<file path="config.mk">
export PLATFORM = sky130hd
export DESIGN_NAME = riscv_fetch
export DESIGN_NICKNAME = d
export VERILOG_FILES = /design/src/rtl/riscv_pkg.sv /design/src/rtl/riscv_fetch_fifo.sv /design/src/rtl/riscv_fetch.sv
export SDC_FILE = /design/constraint.sdc
export NUM_CORES = 1
export LEC_CHECK = 0
export BUFFER_PORTS_ARGS = -buffer_cell sky130_fd_sc_hd__buf_2
export CORE_MARGIN = 2
export CORE_UTILIZATION = 54
export DETAILED_ROUTE_END_ITERATION = 10
export HOLD_SLACK_MARGIN = 0.06
export PLACE_DENSITY = 0.86
export SKIP_LAST_GASP = 1
export SYNTH_ARGS = -nofsm -noshare
export SYNTH_HDL_FRONTEND = slang
export SYNTH_SLANG_ARGS = --single-unit
</file>
<file path="constraint.sdc">
create_clock -name clk_i -period 4.5 [get_ports clk_i]
set_input_delay 0.45 -clock clk_i [delete_from_list [all_inputs] [get_ports clk_i]]
set_output_delay 0.45 -clock clk_i [all_outputs]
set_load 0.01 [all_outputs]
</file>
<file path="src/rtl/riscv_pkg.sv">
// Shared fetch-stage definitions: FSM state encoding, the NOP substituted for
// faulting fetches, and the layout of one fetch-queue entry.
package riscv_pkg;

  typedef enum logic [1:0] {
    FETCH_IDLE  = 2'd0,
    FETCH_WAIT  = 2'd1,
    FETCH_DRAIN = 2'd2
  } fetch_state_e;

  localparam logic [31:0] INST_NOP = 32'h0000_0013;

  typedef struct packed {
    logic [31:0] pc;
    logic [31:0] instr;
    logic        fault;
  } fetch_entry_t;

endpackage

</file>
<file path="src/rtl/riscv_fetch_fifo.sv">
// Small register FIFO for the fetch queue. Entry 0 is always the head, so the
// head is a plain register; a flush clears occupancy but leaves the data alone.
module riscv_fetch_fifo #(
  parameter int DEPTH = 1,
  parameter int WIDTH = 65
) (
  input  logic             clk_i,
  input  logic             rst_i,
  input  logic             flush_i,
  input  logic             push_i,
  input  logic [WIDTH-1:0] push_data_i,
  input  logic             pop_i,
  output logic             full_o,
  output logic             empty_o,
  output logic [WIDTH-1:0] head_o
);

  localparam int CW = $clog2(DEPTH + 1);

  logic [WIDTH-1:0] data_q [DEPTH];
  logic [WIDTH-1:0] data_d [DEPTH];
  logic [CW-1:0]    count_q, count_d, kept_s;
  logic             do_pop_s, do_push_s;

  assign full_o  = (count_q == CW'(DEPTH));
  assign empty_o = (count_q == '0);
  assign head_o  = data_q[0];

  // Next occupancy and contents: pop shifts toward the head, push lands after the survivors.
  always_comb begin
    data_d    = data_q;
    count_d   = count_q;
    do_pop_s  = pop_i & ~empty_o;
    do_push_s = push_i & (~full_o | do_pop_s);
    kept_s    = count_q - CW'(do_pop_s);
    if (flush_i) begin
      count_d = '0;
    end else begin
      if (do_pop_s) begin
        for (int i = 0; i < DEPTH - 1; i++) begin
          data_d[i] = data_q[i + 1];
        end
      end else begin
        data_d = data_q;
      end
      for (int i = 0; i < DEPTH; i++) begin
        data_d[i] = (do_push_s && (kept_s == CW'(i))) ? push_data_i : data_d[i];
      end
      count_d = kept_s + CW'(do_push_s);
    end
  end

  // Storage and occupancy registers.
  always_ff @(posedge clk_i or posedge rst_i) begin
    if (rst_i) begin
      count_q <= '0;
      for (int i = 0; i < DEPTH; i++) begin
        data_q[i] <= '0;
      end
    end else begin
      count_q <= count_d;
      data_q  <= data_d;
    end
  end

endmodule

</file>
<file path="src/rtl/riscv_fetch.sv">
// Instruction fetch: PC, one-outstanding I-cache requests, queue toward decode.
// Defining RISCV_FETCH_SKID_EN gives a two-entry queue so fetch can run one ahead.
module riscv_fetch
  import riscv_pkg::*;
#(
  parameter logic [31:0] BOOT_VECTOR = 32'h0000_0000
) (
  input  logic        clk_i,
  input  logic        rst_i,
  output logic        fetch_valid_o,
  output logic [31:0] fetch_instr_o,
  output logic [31:0] fetch_pc_o,
  output logic        fetch_fault_o,
  input  logic        fetch_accept_i,
  input  logic        fetch_branch_i,
  input  logic [31:0] fetch_branch_pc_i,
  input  logic        fetch_invalidate_i,
  output logic        icache_rd_o,
  output logic [31:0] icache_pc_o,
  input  logic        icache_accept_i,
  input  logic        icache_valid_i,
  input  logic [31:0] icache_inst_i,
  input  logic        icache_error_i,
  output logic        icache_invalidate_o
);

`ifdef RISCV_FETCH_SKID_EN
  localparam int DEPTH = 2;
`else
  localparam int DEPTH = 1;
`endif

  fetch_state_e state_q, state_d;
  logic [31:0]  pc_q, pc_d;
  logic         inv_q;
  logic         fifo_full_s, fifo_empty_s;
  logic         push_s, pop_s, room_s, req_acc_s;
  fetch_entry_t push_entry_s, head_s;

  assign pop_s = fetch_accept_i & ~fifo_empty_s;
`ifdef RISCV_FETCH_SKID_EN
  assign room_s = ~fifo_full_s;
`else
  assign room_s = fifo_empty_s | pop_s;
`endif

  // Held low while reset is asserted so the request line reads idle immediately.
  assign icache_rd_o = (state_q == FETCH_IDLE) & room_s & ~rst_i;
  assign icache_pc_o = pc_q;
  assign req_acc_s   = icache_rd_o & icache_accept_i;

  // In WAIT the PC has already advanced past the outstanding request.
  assign push_s       = (state_q == FETCH_WAIT) & icache_valid_i & ~fetch_branch_i;
  assign push_entry_s = '{pc:    pc_q - 32'd4,
                          instr: icache_error_i ? INST_NOP : icache_inst_i,
                          fault: icache_error_i};

  // Next state and next PC; a redirect overrides sequential advance.
  always_comb begin
    state_d = state_q;
    pc_d    = pc_q;
    case (state_q)
      FETCH_IDLE: begin
        if (req_acc_s) state_d = fetch_branch_i ? FETCH_DRAIN : FETCH_WAIT;
        else           state_d = FETCH_IDLE;
      end
      FETCH_WAIT: begin
        if (icache_valid_i)      state_d = FETCH_IDLE;
        else if (fetch_branch_i) state_d = FETCH_DRAIN;
        else                     state_d = FETCH_WAIT;
      end
      FETCH_DRAIN: begin
        if (icache_valid_i) state_d = FETCH_IDLE;
        else                state_d = FETCH_DRAIN;
      end
      default: state_d = FETCH_IDLE;
    endcase
    if (fetch_branch_i)  pc_d = fetch_branch_pc_i & 32'hFFFF_FFFC;
    else if (req_acc_s)  pc_d = pc_q + 32'd4;
    else                 pc_d = pc_q;
  end

  // FSM, PC and invalidate registers.
  always_ff @(posedge clk_i or posedge rst_i) begin
    if (rst_i) begin
      state_q <= FETCH_IDLE;
      pc_q    <= BOOT_VECTOR & 32'hFFFF_FFFC;
      inv_q   <= 1'b0;
    end else begin
      state_q <= state_d;
      pc_q    <= pc_d;
      inv_q   <= fetch_invalidate_i;
    end
  end

  riscv_fetch_fifo #(
    .DEPTH (DEPTH),
    .WIDTH ($bits(fetch_entry_t))
  ) u_fifo (
    .clk_i       (clk_i),
    .rst_i       (rst_i),
    .flush_i     (fetch_branch_i),
    .push_i      (push_s),
    .push_data_i (push_entry_s),
    .pop_i       (pop_s),
    .full_o      (fifo_full_s),
    .empty_o     (fifo_empty_s),
    .head_o      (head_s)
  );

  assign fetch_valid_o       = ~fifo_empty_s;
  assign fetch_pc_o          = head_s.pc;
  assign fetch_instr_o       = head_s.instr;
  assign fetch_fault_o       = head_s.fault;
  assign icache_invalidate_o = inv_q;

endmodule

</file>
==> results.md <==
* Count of pins over their slew limit at 0
* Clock transition at path regs at about 0.1 ns
* Post-CTS sizing at 0
* Power per cell area at 385 nW/um2
* Post-synthesis register bit count at 97
* Final Net Count at between 700 and 800
* First-pass DRT Iterations at 5
* Largest net degree at the start of global routing at 126
* Final Hold Violating Endpoints at 0
* Initial core utilization at 55.8%
* Worst Reg2Reg Path Length in Cells at 5
* Post-Route WL at around 12000 um
* First-pass GRT wire length at 19200 um
* DRC violations left at 0
* # rows at 34
* Worst-Skew Late Latency at roughly 0.35 ns
* Vias/cell at roughly 5.4
* Critical path endpoint category: flip-flop
* Initial antenna violation count at 0
* Die Width at about 99 um
* Unique masters post-synth at 38
* Slack of the worst reg-to-reg path at 2.09 ns
* Largest stage delay, worst path at 0.84 ns
* Least-Margin Pin Slew at 1.06 ns
* RSZ-0062 raised after global routing: no
* Final Skew at ~0.014 ns
* CTS Buf Count at 9
* Sequential-to-total area share from yosys stat at between 40% and 50%
* CP required at approximately 4.8 ns
* Total global routing overflow at 0
* Io pins at about 170
* Crit share post-route at between 50% and 60%
* Share of cells above drive strength 1 at 28.6%
* WS Path Type: primary input to flip-flop
* H-tree depth at 3
* Static Leak at between 2 and 3 nW
* Hold Crit Class: primary input to flip-flop
* Fill cell count at slightly above 700
* Setup_tns at 0 ns
* Min Clock Period, post-route at about 2.5 ns
* Cells after synthesis at 540
* Worst hold slack at ~0.19 ns
* Root Buffer: clkbuf_8
* Crit Path Max Fanout at between 100 and 150
* Slew margin rel. at just under 30%
* Layout overhead on the synthesized area at 20.9%
* HP Start: fetch_invalidate_i
* CTS Hold Bufs at 0
* Port buffer count at between 150 and 200
* Clk buf depth at 2
* Clk sinks at 97
* MaxCap Viol Count at 0
* Antenna fix cells at 0
* Worst VDD drop at around 0.15 mV
* Final antenna-violating net count at 0
* Start of the worst register-to-register path: icache_pc_o[16]$_DFFE_PP0P_
* Yosys top cell by area: dfrtp_1
* R2r endpoint: u_fifo.head_o[61]$_DFFE_PP0P_
* Initial DRC count at 197
* Die Ht at 99.2 um
* Synth area leaders: dfrtp_1 (50%), nand2_1 (7.8%), xor2_1 (7.7%)
* Crit-path cells: buf_2 > inv_1 > nand2_4 > mux2_2
* Postcts setup bufs at 0
* DIE AREA at approximately 9800 um2
* Worst EP arrival at 2.75 ns
* Pre-CTS setup slack at around 1.6 ns
* Hold endpoint: icache_invalidate_o$_DFF_PP0_
* Core area at about 9000 um2
* Hpwl dp at between 8000 and 9000 um
* DR WL/cell at 15.0 um
* Mapped cell area at between 4000 and 5000 um2
* Worst setup slack after layout at about 2.0 ns
* CTS tree: yes
* Number of global-route vias before repair at ~4000
* Yosys top cell area share at roughly 50%
* CP startpoint kind: primary input
* CP max-delay cell: nand2_4
* Status: finished clean
* GRT Resource Usage Total at about a quarter
* # setup viols final at 0
* Hold path cells at 1
* Avg Cell Area, Syn at 9.05 um2
* Placer Congestion at about 0.85
* Peak Freq at around 0.4 GHz
* Via count at about 4300
* Ys Warns at 0
power breakdown:
part / internal (W) / switching, W / leakage (nW) / total, W
clock: 0.000316 / 0.000308 / 0.107 / 0.000624
sequential: 0.00102 / 0.000123 / 1.25 / 0.00114
combinational: 0.000223 / 0.000291 / 1.49 / 0.000513
total: 0.00156 / 0.000722 / 2.84 / 0.00228
cells in the final DEF (no fill, tap or decap), types with 3 or more instances in the layout:
cell	n
and2_1	5
and3_1	5
buf_2	165
buf_4	3
clkbuf_8	9
conb_1	4
dfrtp_1	97
ha_1	3
inv_1	4
mux2_2	4
nand2_1	100
nand2b_1	31
nand3_1	24
nand4_1	16
nand4b_1	3
nor2_1	18
nor3_1	9
nor4_1	3
o21ai_0	68
o21ai_1	22
or3_1	3
or4_1	4
xnor2_1	13
xor2_1	43
registers in the layout (all words and copies together) (netlist names):
signal               count
u_fifo.head_o           63
icache_pc_o             30
state_q                  2
icache_invalidate_o      1
u_fifo.full_o            1
worst max-delay path: cells and delay by family:
kind	cells	cell delay [ns]
buf+inv	2	0.98
simple gates	1	0.84
mux	1	0.42
synthesized netlist by cell type:
| cell | count |
|---|---|
| nor4_2 | 2 |
| mux2i_1 | 1 |
| nand3_1 | 24 |
| nand2b_1 | 31 |
| inv_1 | 5 |
| dfrtp_1 | 97 |
| nor4b_1 | 1 |
| clkbuf_1 | 36 |
| nor3b_1 | 1 |
| buf_6 | 1 |
| and3_1 | 5 |
| o21a_1 | 1 |
| nand3b_1 | 2 |
| buf_4 | 4 |
| nor3_2 | 1 |
| or4_4 | 1 |
| or4_1 | 4 |
| nor2b_1 | 2 |
| xnor2_1 | 13 |
| and2_1 | 5 |
| ha_1 | 3 |
| xor2_1 | 43 |
| nor3_1 | 9 |
| nand4b_1 | 3 |
| nand2_1 | 101 |
| and4_1 | 1 |
| nor4_4 | 1 |
| o21ai_0 | 68 |
| o31a_1 | 1 |
| conb_1 | 1 |
| or3_1 | 3 |
| nor4_1 | 3 |
| mux2_2 | 4 |
| or2_2 | 1 |
| o21ai_1 | 22 |
| buf_2 | 5 |
| nand4_1 | 16 |
| nor2_1 | 18 |
cell families (layout without fill, tap and decap cells):
family | Yosys count | count (layout) | synth area share [%]
compound gates | 92 | 92 | 9.54
xor+xnor | 56 | 56 | 10.0
fa+ha+maj | 3 | 3 | 0.768
buf+inv | 51 | 189 | 4.50
flops | 97 | 97 | 49.6
mux | 5 | 5 | 1.13
other cells | 1 | 4 | 0.0767
simple gates | 235 | 235 | 24.3
layout make-up:
cell class                 count  area, um2  area share (%)
inverter                       5       21.3           0.360
multi-input combinational    395       2260            38.3
clock buffer                  10        128            2.16
sequential                    97       2430            41.1
timing repair buffer         168        848            14.4
tap                          108        135            2.29
clock inverter                 6       90.1            1.52
worst max-delay path by stage:
stage               cells after the start                            end      startpoint  slack (ns)
floorplan                               1  icache_invalidate_o$_DFF_PP0_           rst_i        1.52
global placement                        4   u_fifo.head_o[0]$_DFFE_PP0P_  fetch_branch_i        1.70
detailed placement                      4   u_fifo.head_o[0]$_DFFE_PP0P_  fetch_branch_i        1.64
CTS                                     4   u_fifo.head_o[0]$_DFFE_PP0P_  fetch_branch_i        2.03
global route                            4   u_fifo.head_o[3]$_DFFE_PP0P_  fetch_branch_i        1.75
finish                                  4   u_fifo.head_o[0]$_DFFE_PP0P_  fetch_branch_i        1.99
through the flow:
step | total power [W] | util (%) | instance area (um2) | instances
6_report | 0.00228 | 67.4 | 5910 | 789
5_1_grt | 0.00241 | 67.4 | 5910 | 789
4_1_cts | 0.00230 | 67.4 | 5910 | 789
3_5_place_dp | 0.00168 | 65.0 | 5690 | 773
3_3_place_gp | 0.00165 | 65.0 | 5690 | 773
2_1_floorplan | 0.00143 | - | 4900 | 543
per-layer routing:
metal / GRT usage [%] / vias up / wire length (um)
met2: 38.9 / 209 / 5430
li1: - / 2064 / -
met4: 5.06 / 0 / 74
met3: 4.22 / 6 / 1020
met5: 0 / - / 0
met1: 34.5 / 1974 / 5280
No activity file was read; power rests on OpenSTA's default activity.
